`src/rtl/alu_nibble_sequencer.sv`:
```
// alu_nibble_sequencer
// Runs a WIDTH-bit AND/OR/ADD/SUB/SLT operation on a shared 4-bit alu by
// issuing one nibble per cycle, LSB first. The alu carry-out of each nibble
// is chained into the carry-in of the next nibble.
//
// Ports
//   clk, reset          clock, asynchronous active-high reset
//   start, op, a, b,    request handshake; operands and op are latched when
//   cin                 start is accepted in IDLE
//   busy, done, err     status: busy while not IDLE, one-cycle done pulse,
//                       err flags an illegal op (valid with done)
//   result, cout, slt,  final outputs, held until the next accepted start
//   zero
//   alu_a, alu_b,       drive the external alu (0 when not running)
//   alu_ci, alu_op
//   alu_r, alu_co       combinational alu response
module alu_nibble_sequencer #(
  parameter int WIDTH = 16
) (
  input  logic             clk,
  input  logic             reset,
  input  logic             start,
  input  logic [2:0]       op,
  input  logic [WIDTH-1:0] a,
  input  logic [WIDTH-1:0] b,
  input  logic             cin,
  output logic             busy,
  output logic             done,
  output logic             err,
  output logic [WIDTH-1:0] result,
  output logic             cout,
  output logic             slt,
  output logic             zero,
  output logic [3:0]       alu_a,
  output logic [3:0]       alu_b,
  output logic             alu_ci,
  output logic [2:0]       alu_op,
  input  logic [3:0]       alu_r,
  input  logic             alu_co
);

  localparam int NIB = WIDTH / 4;
  localparam int CW  = (NIB > 1) ? $clog2(NIB) : 1;

  localparam logic [2:0] OP_AND = 3'd0;
  localparam logic [2:0] OP_OR  = 3'd1;
  localparam logic [2:0] OP_ADD = 3'd2;
  localparam logic [2:0] OP_SUB = 3'd6;
  localparam logic [2:0] OP_SLT = 3'd7;

  typedef enum logic [1:0] {
    IDLE = 2'd0,
    RUN  = 2'd1,
    DONE = 2'd2
  } state_t;

  state_t           state;
  logic [WIDTH-1:0] a_q;
  logic [WIDTH-1:0] b_q;
  logic [2:0]       op_q;
  logic [CW-1:0]    cnt;

  logic [CW-1:0]    cnt_n;
  logic             last;
  logic             chain;
  logic             legal;
  logic             ovf;
  logic [WIDTH-1:0] res_next;
  logic [WIDTH-1:0] a_nxt;
  logic [WIDTH-1:0] b_nxt;

  function automatic logic first_ci(input logic [2:0] o, input logic c);
    case (o)
      OP_ADD:         first_ci = c;
      OP_SUB, OP_SLT: first_ci = 1'b1;
      default:        first_ci = 1'b0;
    endcase
  endfunction

  always_comb begin
    cnt_n = cnt + 1'b1;
    last  = (cnt == CW'(NIB - 1));
    // Nibbles above cnt are still zero (cleared on accept), so OR-ing the
    // shifted alu nibble in is equivalent to a part-select write.
    res_next = result | ({{(WIDTH-4){1'b0}}, alu_r} << {cnt, 2'b00});
    a_nxt    = a_q >> {cnt_n, 2'b00};
    b_nxt    = b_q >> {cnt_n, 2'b00};
    chain    = (op_q == OP_ADD) || (op_q == OP_SUB) || (op_q == OP_SLT);
    legal    = (op == OP_AND) || (op == OP_OR) || (op == OP_ADD) ||
               (op == OP_SUB) || (op == OP_SLT);
    // Signed overflow of a - b, evaluated on the final (MSB) nibble.
    ovf      = (a_q[WIDTH-1] != b_q[WIDTH-1]) && (alu_r[3] != a_q[WIDTH-1]);
  end

  always_ff @(posedge clk or posedge reset) begin
    if (reset) begin
      state  <= IDLE;
      a_q    <= '0;
      b_q    <= '0;
      op_q   <= '0;
      cnt    <= '0;
      busy   <= 1'b0;
      done   <= 1'b0;
      err    <= 1'b0;
      result <= '0;
      cout   <= 1'b0;
      slt    <= 1'b0;
      zero   <= 1'b0;
      alu_a  <= '0;
      alu_b  <= '0;
      alu_ci <= 1'b0;
      alu_op <= '0;
    end else begin
      case (state)
        IDLE: begin
          done <= 1'b0;
          err  <= 1'b0;
          if (start) begin
            a_q    <= a;
            b_q    <= b;
            op_q   <= op;
            cnt    <= '0;
            result <= '0;
            cout   <= 1'b0;
            slt    <= 1'b0;
            zero   <= 1'b0;
            busy   <= 1'b1;
            if (legal) begin
              state  <= RUN;
              // alu inputs are registered, so the first nibble is presented
              // straight from the incoming operands.
              alu_a  <= a[3:0];
              alu_b  <= b[3:0];
              alu_ci <= first_ci(op, cin);
              alu_op <= (op == OP_SLT) ? OP_SUB : op;
            end else begin
              state <= DONE;
              done  <= 1'b1;
              err   <= 1'b1;
            end
          end
        end

        RUN: begin
          result <= res_next;
          if (last) begin
            state  <= DONE;
            done   <= 1'b1;
            cout   <= chain ? alu_co : 1'b0;
            zero   <= (res_next == '0);
            slt    <= (op_q == OP_SLT) ? (alu_r[3] ^ ovf) : 1'b0;
            alu_a  <= '0;
            alu_b  <= '0;
            alu_ci <= 1'b0;
            alu_op <= '0;
          end else begin
            cnt    <= cnt_n;
            alu_a  <= a_nxt[3:0];
            alu_b  <= b_nxt[3:0];
            alu_ci <= chain ? alu_co : 1'b0;
          end
        end

        DONE: begin
          state <= IDLE;
          done  <= 1'b0;
          err   <= 1'b0;
          busy  <= 1'b0;
        end

        default: begin
          state <= IDLE;
          busy  <= 1'b0;
          done  <= 1'b0;
          err   <= 1'b0;
        end
      endcase
    end
  end

endmodule

```
`config.mk`:
```
export PLATFORM = sky130hd
export DESIGN_NAME = alu_nibble_sequencer
export DESIGN_NICKNAME = d
export VERILOG_FILES = /design/src/rtl/alu_nibble_sequencer.sv
export SDC_FILE = /design/constraint.sdc
export NUM_CORES = 1
export LEC_CHECK = 0
export ABC_AREA = 1
export CAP_MARGIN = 15
export CORE_UTILIZATION = 54
export DETAILED_ROUTE_END_ITERATION = 8
export PLACE_DENSITY = 0.95
export SYNTH_ARGS = -nofsm -noshare
export SYNTH_HDL_FRONTEND = slang
export SYNTH_SLANG_ARGS = --single-unit
```
`constraint.sdc`:
```
create_clock -name clk -period 3.5 [get_ports clk]
set_input_delay 0.7 -clock clk [delete_from_list [all_inputs] [get_ports clk]]
set_output_delay 0.7 -clock clk [all_outputs]
set_load 0.01 [all_outputs]
```
==> run summary, run 1 <==
# fillers: 421
area fraction of the dominant cell type after synthesis: 54.0%
final hold viol count: 0
clk buf depth: 2
max-cap violations: 0
Top Ports: 78
CTS Buf Count: 9
WL final: 8550 microns
CTS resizes: 0
Final Skew: 11.8 ps
share of cells above drive strength 1: 5.38%
Worst path slowest cell: a21oi_2
sequential element share of the synthesized area: 54.0%
synthesis-to-finish area growth: 28.8%
multi-input logic area: 1300 sq um
maximum vdd drop: 412 uV
Cell Chain, Critical Path: clkdlybuf4s50_1 > inv_1 > a21oi_2 > nand2_1 > inv_2 > nor2_1 > a21oi_1
CP Data Arrival Time: 2630 ps
Slew headroom: 43.3%
# DRC: 0
Final nets: 542
Post-CTS Setup Inserts: 0
CP required: 3780 ps
max-slew violations: 0
Placer Congestion: 0.861
Tot GR Track Use: 29.4%
total grt overflow: 0
slew at the pin closest to its max-slew limit: 849 ps
Routed Antenna Nets: 0
Syn Area/Cell: 7.96 sq um
initial cell density of the core: 56.5%
setup TNS: 0 ps
DRT iter0 DRCs: 345
synthesized flop and latch total: 73
wire length per cell: 14.8 microns
Final Non-Filler Cells: 577
post-synthesis net count: 470
Clock Latency Late Sink: 360 ps
Clock Sinks: 73
RSZ-0062 raised after global routing: no
initial antenna violation count: 0
CP max stage delay: 490 ps
Max Fanout on Critical Path: 15
Yosys warning count: 0
register area: 1830 sq um
Hold Startpoint: b_q[13]
Final Cycle Share: 67.2%
final setup vio count: 0
Hold Crit Class: register to register
worst hold endpoint: b_q[13]
top post-synthesis cells by area: dfrtp_1 (54%), nand2_1 (17%), o21ai_0 (7.1%), nor2_1 (3.9%), inv_1 (3.8%)
capturing point of the worst reg2reg path: alu_op[0]
commonest non-fill, non-tap cell in the layout: nand2_1
Final min period: 2350 ps
n_diodes: 0
PortBufs: 77
Hold Path Depth: 2
CP Capture Type: register
first-pass GRT wire length: 14,300 microns
# H-tree levels: 3
die area: 6590 sq um
crit-path leading delay family: buffers and inverters
Worst-path clk slew: 80 ps
DPL Wire Length: 6020 microns
Via density: 5.62
status: complete, no violations
core box area: 5990 sq um
vias in the first global route: 3,149
Unique masters post-synth: 25
WP buf/inv: 3
worst setup path category: input pin to register
# rows: 28
drt first pass iters: 5
Reg2Reg Setup Slack: 1380 ps
startpoint types: input pin
Fmax: 425 MHz
synthesized cell area: 3380 sq um
die span in x: 81.2 microns
largest net degree at the start of global routing: 52
placed cell count: 561
CTS tree: done
Power Density: 849 nW/um^2
clock root buffer master: clkbuf_8
Synth area leader: dfrtp_1
chip height: 81.2 microns
worst r2r path cells: 6
vias: 3,241
most frequent cells in the layout: nand2_1 (149), clkdlybuf4s50_1 (77), dfrtp_1 (73)
worst r2r src: state[1]
# hold bufs at CTS: 0
static leakage: 2.10 nW
Cells after Synth: 425
## power breakdown
group / total [W] / internal (W) / switching, W / leakage, nW
Clock: 0.000646 / 0.000329 / 0.000318 / 0.0933
Combinational: 0.00162 / 0.000655 / 0.000965 / 1.08
Sequential: 0.00143 / 0.00120 / 0.000238 / 0.920
## synthesized netlist by cell type (all sizes together)
library cell / number
a21oi: 22
o211ai: 2
o22ai: 7
nor2: 37
nor3: 1
dfrtp: 73
buf: 15
o31ai: 1
o21ai: 51
o21bai: 2
a31oi: 2
nand2: 149
inv: 39
ha: 1
nand3: 19
clkbuf: 4
## logic make-up (layout without fill, tap and decap cells)
group / after synthesis / count (layout) / synth area share [%]
AOI/OAI and AO/OA: 87 / 87 / 13.8
adders and majority gates: 1 / 1 / 0.370
buffers and inverters: 58 / 135 / 7.73
DFF: 73 / 73 / 54.0
and+or+nand+nor: 206 / 206 / 24.1
## stage by stage
stage,total power [W],cell area (sq um),utilization [%],setup slack [ps],hold WS (ps)
after floorplan,0.00244,3380,-,947,444
final,0.00370,4360,72.8,1150,482
after global routing,0.00398,4360,72.8,1050,503
after global placement,0.00295,4170,69.6,964,457
after CTS,0.00368,4360,72.8,1200,484
after detailed placement,0.00303,4170,69.6,856,467
## how the worst max path moves through the flow
stage          startpoint        to  slack, ps  cells past startpoint
5_1_grt             start  alu_b[1]       1050                      7
3_5_place_dp        start  alu_b[3]        860                      7
6_report            start  alu_b[1]       1150                      7
2_1_floorplan       reset    a_q[0]        950                      1
4_1_cts             start  alu_b[1]       1200                      7
3_3_place_gp        start  alu_a[2]        960                      7
## worst register-to-register path, cell delays in order, from the launching register on
cell and delay, ps:
dfrtp_1 430, nor2_2 690, nand2_1 300, inv_1 260, o21ai_2 130, nand2_1 100, o21ai_0 80
## cell type report
| class | instances | area share, % |
|---|---|---|
| Tap cell | 75 | 2.15 |
| Multi-Input combinational cell | 294 | 29.7 |
| Clock buffer | 11 | 3.01 |
| Sequential cell | 73 | 41.9 |
| Timing Repair Buffer | 80 | 18.5 |
| Inverter | 39 | 3.42 |
| Clock inverter | 5 | 1.29 |
## sequential cells by signal (all words and copies together), names as in the netlist
name	flops
alu_op	3
busy	1
state	2
a_q	16
cout	1
done	1
alu_ci	1
op_q	3
b_q	16
slt	1
zero	1
result	16
alu_b	4
cnt	2
err	1
alu_a	4
## layer usage
metal / GRT usage, % / share of wire (%) / up-vias
li1: - / - / 1497
met1: 37.2 / 40 / 1536
met2: 50.1 / 49 / 187
met3: 6.40 / 8.5 / 21
met4: 9.29 / 1.5 / 0
met5: 0 / 0 / -
(Power assumes the default switching activity.)
==> run 2, diff against run 1 <==
CORE_UTILIZATION = 45   (was 54)
PLACE_DENSITY = 0.88   (was 0.95)
clock period = 2 ns   (was 3.5 ns; I/O delays follow)
==> run summary, run 2 (synthesis gave the netlist of run 1 again) <==
Hold Path Depth: 2 (unchanged)
Comb power frac: 45.8% (was 43.8%)
WL final: 8340 microns (was 8550 microns)
# H-tree levels: 3 (unchanged)
slew at the pin closest to its max-slew limit: 387 ps (was 849 ps)
initial antenna violation count: 0 (unchanged)
Clock Latency Late Sink: 340 ps (was 360 ps)
capturing point of the worst reg2reg path: alu_op[1] (was alu_op[0])
Clock power frac: 15.0% (was 17.5%)
CTS resizes: 0 (unchanged)
wire length per cell: 13.8 microns (was 14.8 microns)
final hold viol count: 0 (unchanged)
max-slew violations: 0 (unchanged)
worst setup path category: register to register (was input pin to register)
static leakage: 2.11 nW (was 2.10 nW)
PortBufs: 77 (unchanged)
vias in the first global route: 3,080 (was 3,149)
Tot GR Track Use: 23.1% (was 29.4%)
Power Density: 1450 nW/um^2 (was 849 nW/um^2)
initial cell density of the core: 46.7% (was 56.5%)
Sw Ratio: 40.6% (was 41.1%)
share of cells above drive strength 1: 6.13% (was 5.38%)
clock root buffer master: clkbuf_8 (unchanged)
commonest non-fill, non-tap cell in the layout: nand2_1 (unchanged)
maximum vdd drop: 555 uV (was 412 uV)
Hold Crit Class: register to register (unchanged)
startpoint types: register (was input pin)
Placer Congestion: 0.887 (was 0.861)
core box area: 7250 sq um (was 5990 sq um)
post-route cell area: 4420 sq um (was 4360 sq um)
largest net degree at the start of global routing: 74 (was 52)
worst r2r path cells: 6 (unchanged)
Internal: 0.00379 W (was 0.00218 W)
utilization after layout: 60.9% (was 72.8%)
total grt overflow: 0 (unchanged)
RSZ-0062 raised after global routing: no (unchanged)
status: complete, no violations (unchanged)
chip height: 88.7 microns (was 81.2 microns)
# rows: 31 (was 28)
Hold Startpoint: b_q[2] (was b_q[13])
Final Skew: 9.55 ps (was 11.8 ps)
CTS Buf Count: 9 (unchanged)
Final min period: 1800 ps
most frequent cells in the layout: nand2_1 (149), clkdlybuf4s50_1 (77), dfrtp_1 (73) (unchanged)
NetSw: 0.00260 W (was 0.00152 W)
worst r2r src: cnt[1] (was state[1])
Design Power: 0.00639 W (was 0.00370 W)
# DRC: 0 (unchanged)
vias: 3,163 (was 3,241)
Via density: 5.23 (was 5.62)
DRT iter0 DRCs: 245 (was 345)
drt first pass iters: 5 (unchanged)
die span in x: 88.7 microns (was 81.2 microns)
worst hold endpoint: b_q[2] (was b_q[13])
biggest regs: a_q x16, b_q x16, result x16 (unchanged)
CP Data Arrival Time: 2010 ps (was 2630 ps)
die area: 7870 sq um (was 6590 sq um)
Sequential Power Share: 39.1% (was 38.8%)
CP Capture Type: register (unchanged)
DPL Wire Length: 5870 microns (was 6020 microns)
CP required: 2210 ps (was 3780 ps)
setup TNS: 0 ps (unchanged)
max-cap violations: 0 (unchanged)
Clock Sinks: 73 (unchanged)
n_diodes: 0 (unchanged)
Max Fanout on Critical Path: 12 (was 15)
Top Ports: 78 (unchanged)
CTS tree: done (unchanged)
Reg2Reg Setup Slack: 200 ps (was 1380 ps)
area post-placement: 4270 sq um (was 4170 sq um)
Slew headroom: 74.2% (was 43.3%)
Fmax: 555 MHz
Final Cycle Share: 90.0%
Final nets: 549 (was 542)
clk buf depth: 2 (unchanged)
final setup vio count: 0 (unchanged)
Post-CTS Setup Inserts: 0 (unchanged)
first-pass GRT wire length: 13,800 microns (was 14,300 microns)
Worst-path clk slew: 70 ps (was 80 ps)
synthesis-to-finish area growth: 30.6% (was 28.8%)
# hold bufs at CTS: 0 (unchanged)
Routed Antenna Nets: 0 (unchanged)
-- run 2: cell count changes in the layout (fill, tap and decap cells not counted) --
cell       change
buf_4          +6
buf_12         +1
bufinv_16      -1
clkbuf_8       +1
clkinv_2       -1
clkinv_4       -1
inv_2          -1
-- run 2: power by group through the flow --
stage               clock, W  combinational (W)  sequential (W)
floorplan                  0            0.00178         0.00250
global placement           0            0.00280         0.00248
detailed placement         0            0.00291         0.00249
CTS                 0.000973            0.00292         0.00249
global route         0.00103            0.00328         0.00255
finish              0.000960            0.00293         0.00250
-- run 2: area by class of cell --
class	instances	area (sq um)
Tap cell	99	124
Fill cell	607	2830
Clock inverter	1	5.00
Multi-Input combinational cell	294	1300
Inverter	39	153
Sequential cell	73	1830
Clock buffer	12	145
Timing Repair Buffer	87	871
-- run 2: how the worst max path moves through the flow --
stage	from	end	slack (ps)	cells past startpoint
6_report	cnt[1]	alu_op[1]	200	6
5_1_grt	cnt[1]	alu_op[1]	60	5
4_1_cts	cnt[1]	alu_op[1]	240	5
3_5_place_dp	op[1]	alu_b[3]	120	7
3_3_place_gp	op[1]	alu_a[0]	220	7
2_1_floorplan	cnt[1]	alu_a[0]	650	6
-- run 2: critical path: stages (launching register included) --
cell	delay, ps
dfrtp_1	580
ha_1	360
nand2_1	190
inv_1	210
o21ai_2	130
nand2_1	90
o21ai_0	110
-- run 2: per-stage QoR --
step,hold slack [ps],setup WS (ps),cells
global route,491,57.6,605
finish,482,200,605
global placement,458,219,592
detailed placement,461,117,592
floorplan,444,646,425
CTS,479,237,605
-- run 2: per-layer routing --
| metal | share of wire, % | GRT usage, % | vias up |
|---|---|---|---|
| met3 | 6.7 | 4.48 | 16 |
| li1 | - | - | 1512 |
| met5 | 0 | 0 | - |
| met1 | 43 | 29.0 | 1495 |
| met2 | 49 | 38.9 | 140 |
| met4 | 1.9 | 10.4 | 0 |
